**src/rtl/desplazamiento_jump_address.sv**
```systemverilog
// Jump-address shift stage: registers {jumpAddress, 2'b00} with a one-cycle valid.
// Optional JUMP_TARGET_EN adds pc_upper/jump_target for the full 32-bit jump target.
module desplazamiento_jump_address (
  input  logic        clk,
  input  logic        reset,
  input  logic        in_valid,
  input  logic [25:0] jumpAddress,
`ifdef JUMP_TARGET_EN
  input  logic [3:0]  pc_upper,
  output logic [31:0] jump_target,
`endif
  output logic [27:0] output_jump,
  output logic        out_valid
);

  always_ff @(posedge clk) begin
    if (reset) begin
      output_jump <= '0;
      out_valid   <= 1'b0;
    end else begin
      out_valid <= in_valid;
      // Result holds while in_valid is low; only out_valid drops.
      if (in_valid) begin
        output_jump <= {jumpAddress, 2'b00};
      end
    end
  end

`ifdef JUMP_TARGET_EN
  always_ff @(posedge clk) begin
    if (reset) begin
      jump_target <= '0;
    end else if (in_valid) begin
      jump_target <= {pc_upper, jumpAddress, 2'b00};
    end
  end
`endif

endmodule

```
**config.mk**
```make
export PLATFORM = sky130hd
export DESIGN_NAME = desplazamiento_jump_address
export DESIGN_NICKNAME = d
export VERILOG_FILES = /design/src/rtl/desplazamiento_jump_address.sv
export SDC_FILE = /design/constraint.sdc
export NUM_CORES = 1
export LEC_CHECK = 0
export BUFFER_PORTS_ARGS = -buffer_cell sky130_fd_sc_hd__buf_2
export CORE_MARGIN = 4
export CORE_UTILIZATION = 42
export CTS_CLUSTER_DIAMETER = 50
export CTS_CLUSTER_SIZE = 40
export DETAILED_ROUTE_END_ITERATION = 10
export PLACE_DENSITY = 0.85
export SYNTH_ARGS = -nofsm -noshare
export SYNTH_HDL_FRONTEND = slang
export SYNTH_SLANG_ARGS = --single-unit
export TNS_END_PERCENT = 20
```
**constraint.sdc**
```tcl
create_clock -name clk -period 1 [get_ports clk]
set_input_delay 0.2 -clock clk [delete_from_list [all_inputs] [get_ports clk]]
set_output_delay 0.2 -clock clk [all_outputs]
set_load 0.02 [all_outputs]
```
==> run summary <==
LOGIC SYNTHESIS
----------------------------------------------------------------------------------------------------
Total of flip-flops plus latches after synthesis                                                  27
Portion of the post-synthesis area used by sequential elements                                 0.546
Average footprint of a synthesized cell                                                    11.1 um^2
Post-synthesis cell count                                                                         89
Warnings, synthesis                                                                                0
Distinct cells, synth                                                                              9
Cell Area, Synth                                                                            990 um^2

STA
----------------------------------------------------------------------------------------------------
Upper clock frequency limit                                                                  986 MHz
Total of endpoints with negative setup slack in the final report                                   2
Minimum clock period after layout                                                            1.01 ns
RSZ-0062 raised after global routing                                                            true
Post-layout worst setup margin                                                            -0.0145 ns
Post-route clock skew                                                                           0 ns
Max-slew violation total from the final report                                                     0
Final period utilization                                                                        1.01
Total count of hold-check failures in the final report                                             0

ROUTE
----------------------------------------------------------------------------------------------------
Routed length per instance                                                                   13.9 um
Uppermost layer routed                                                                          met4
Met3 routed WL                                                                                252 um
Iteration-0 DRC count of the detailed router                                                      12
# DRC                                                                                              0
Via density per instance                                                                        4.68
DR WL met2                                                                                   1.28 mm
Length of routed wiring on met1                                                               827 um
Number of optimization iterations in the first detailed-route pass                                 4
Number of routed nets with antenna violations                                                      0
Routed wire length                                                                           2.41 mm
Total vias in the final route                                                                    809

STATUS
----------------------------------------------------------------------------------------------------
Status                                                                                  finished with violations
Failing checks                                                                          negative setup slack

CTS
----------------------------------------------------------------------------------------------------
CTS max path bufs                                                                                  2
Clock root cell                                                                         sky130_fd_sc_hd__clkbuf_4
Clock insertion delay at the later pin of the skew report                                    0.31 ns
Sink Count                                                                                        27
Num CTS Buffers                                                                                    3
CTS Hold Buffers Added                                                                             0
Clock-pin slew reported for the worst setup and hold paths after clock tree synthesis        0.14 ns
H-tree lvl count                                                                                   1
Clock tree from TritonCTS                                                                        yes

PLACE
----------------------------------------------------------------------------------------------------
Detailed-placement wirelength estimate                                                       1.57 mm
Final RePlAce weighted congestion                                                              0.706
Count of buffers inserted at the top-level ports                                                  55
Cell count after placement                                                                       167

CELLS AND AREA
----------------------------------------------------------------------------------------------------
Area Growth Syn to Fin                                                                         52.3%
Commonest non-fill, non-tap cell in the layout                                          sky130_fd_sc_hd__buf_2
Final Core Density                                                                             0.675
Fraction of layout instances using a drive strength above 1                                    0.621
Total Nets Final                                                                                 175
Commonest cells after routing, fill and taps aside                                      sky130_fd_sc_hd__buf_2 (28), sky130_fd_sc_hd__dfxtp_2 (27), sky130_fd_sc_hd__buf_6 (27)
Antenna diode instance count                                                                       0
Non-filler cells, final                                                                          173

FLOW RUN
----------------------------------------------------------------------------------------------------
MaxCap Viol Count                                                                                  0

CRITICAL PATH
----------------------------------------------------------------------------------------------------
Kind of end point of the critical path                                                  primary output
Largest stage delay on the critical path                                                     0.37 ns
Kind of start point of the critical path                                                        flop
Reg2Reg Launch Point                                                                    output_jump[21]$_SDFFE_PP0P_
Crit path required time                                                                      0.80 ns
Destination of the worst register-to-register timing path                               output_jump[21]$_SDFFE_PP0P_
Arrival time worst endpoint                                                                  0.81 ns
Classification of the worst setup path                                                  flop to primary output
Maximum fanout count along the critical path                                                       2
CP bufs+invs                                                                                       1
Kind of cell adding the most delay to the critical path                                   flip-flops
Worst path slowest cell                                                                 sky130_fd_sc_hd__dfxtp_2
Register-to-Register Path Depth                                                                    3
Worst setup slack for register-to-register paths                                             0.24 ns
Ordered list of cells on the worst path                                                        buf_6

DIE
----------------------------------------------------------------------------------------------------
Rows                                                                                              17
Placeable core region                                                                      2230 um^2
Number of ports placed on the die boundary                                                        58
Initial Utilization                                                                            0.443
Vertical die dimension                                                                       56.5 um
Die outline width                                                                            56.5 um
Full die area                                                                              3200 um^2

GLOBAL ROUTING
----------------------------------------------------------------------------------------------------
Number of antenna violations at the first check in global routing                                  0
Global router's overall resource usage                                                         0.161
Remaining global-route overflow                                                                    0
Pin count of the biggest net entering global routing                                              28
First-pass GRT wire length                                                                   4.06 mm
Number of global-route vias before repair                                                        897

MIN PATH
----------------------------------------------------------------------------------------------------
Hold path depth                                                                                    3
Worst min-delay path endpoint                                                           output_jump[20]$_SDFFE_PP0P_
Path category of the worst min-delay check                                              input pin to flop
Hold wc startpoint                                                                      jumpAddress[18]

POWER
----------------------------------------------------------------------------------------------------
Power density over the cells                                                            1390 nW/um^2
IR drop worst, VDD                                                                           1.08 mV
Static leakage power                                                                     0.000764 uW

## registers in the layout (all words and copies together), names as in the netlist
| signal | cells |
|---|---|
| out_valid | 1 |
| output_jump | 26 |
## final cells by class
class / count / area (um^2)
fill: 171 / 726
sequential: 27 / 574
clock inverter: 1 / 5.00
timing repair buffer: 59 / 499
multi-input combinational: 55 / 372
tap: 28 / 35.0
clock buffer: 3 / 22.5
## metrics by stage
| step | setup slack, ns | power (uW) | hold WS [ns] | TNS (ns) | area, um^2 |
|---|---|---|---|---|---|
| after floorplan | 0.191 | 1430 | 0.347 | 0 | 993 |
| after global placement | 0.117 | 1540 | 0.433 | 0 | 1260 |
| after detailed placement | 0.0856 | 1550 | 0.444 | 0 | 1260 |
| after CTS | -0.00637 | 2100 | 0.104 | -0.0467 | 1500 |
| after global routing | -0.0561 | 2190 | 0.111 | -0.780 | 1510 |
| final | -0.0145 | 2090 | 0.111 | -0.0174 | 1510 |
## per-layer routing
| metal | vias up | GRT usage |
|---|---|---|
| li1 | 393 | - |
| met1 | 366 | 0.169 |
| met2 | 44 | 0.292 |
| met3 | 6 | 0.0391 |
| met4 | 0 | 0.0847 |
| met5 | - | 0 |
## cells by family (layout without fill, tap and decap cells)
| family | after synthesis | count (layout) | share of synthesized area |
|---|---|---|---|
| other | 1 | 2 | 0.00379 |
| flip-flops | 27 | 27 | 0.546 |
| multiplexers | 26 | 26 | 0.263 |
| AND/OR/NAND/NOR | 27 | 27 | 0.105 |
| buffers and inverters | 8 | 63 | 0.0822 |
## what timing repair did
action / CTS / global route
buffers inserted: 2 / 0
gates resized for setup: 79 / 2
setup endpoints to repair: 27 / 27
cloned: 0 / 0
## Yosys cell counts
master / instances / area (um^2)
sky130_fd_sc_hd__buf_6: 1 / 11.3
sky130_fd_sc_hd__buf_4: 2 / 15.0
sky130_fd_sc_hd__mux2i_1: 26 / 260
sky130_fd_sc_hd__nor2_1: 26 / 97.6
sky130_fd_sc_hd__dfxtp_1: 27 / 541
sky130_fd_sc_hd__buf_2: 3 / 15.0
sky130_fd_sc_hd__conb_1: 1 / 3.75
sky130_fd_sc_hd__nor2b_1: 1 / 6.26
sky130_fd_sc_hd__buf_12: 2 / 40.0
## worst max path at each step
| stage | start | to | slack, ns | depth (start not counted) |
|---|---|---|---|---|
| 5_1_grt | output_jump[5]$_SDFFE_PP0P_ | output_jump[5] | -0.06 | 1 |
| 3_5_place_dp | in_valid | output_jump[19]$_SDFFE_PP0P_ | 0.09 | 4 |
| 3_3_place_gp | in_valid | output_jump[3]$_SDFFE_PP0P_ | 0.12 | 4 |
| 6_report | output_jump[5]$_SDFFE_PP0P_ | output_jump[5] | -0.01 | 1 |
| 2_1_floorplan | in_valid | output_jump[10]$_SDFFE_PP0P_ | 0.19 | 4 |
| 4_1_cts | output_jump[17]$_SDFFE_PP0P_ | output_jump[17] | -0.006 | 1 |
## power by group
group / switching [uW] / internal, uW / total (uW)
logic: 210 / 235 / 444
clock network: 301 / 150 / 450
registers: 46.8 / 1150 / 1200
No activity file was read; power rests on OpenSTA's default activity.
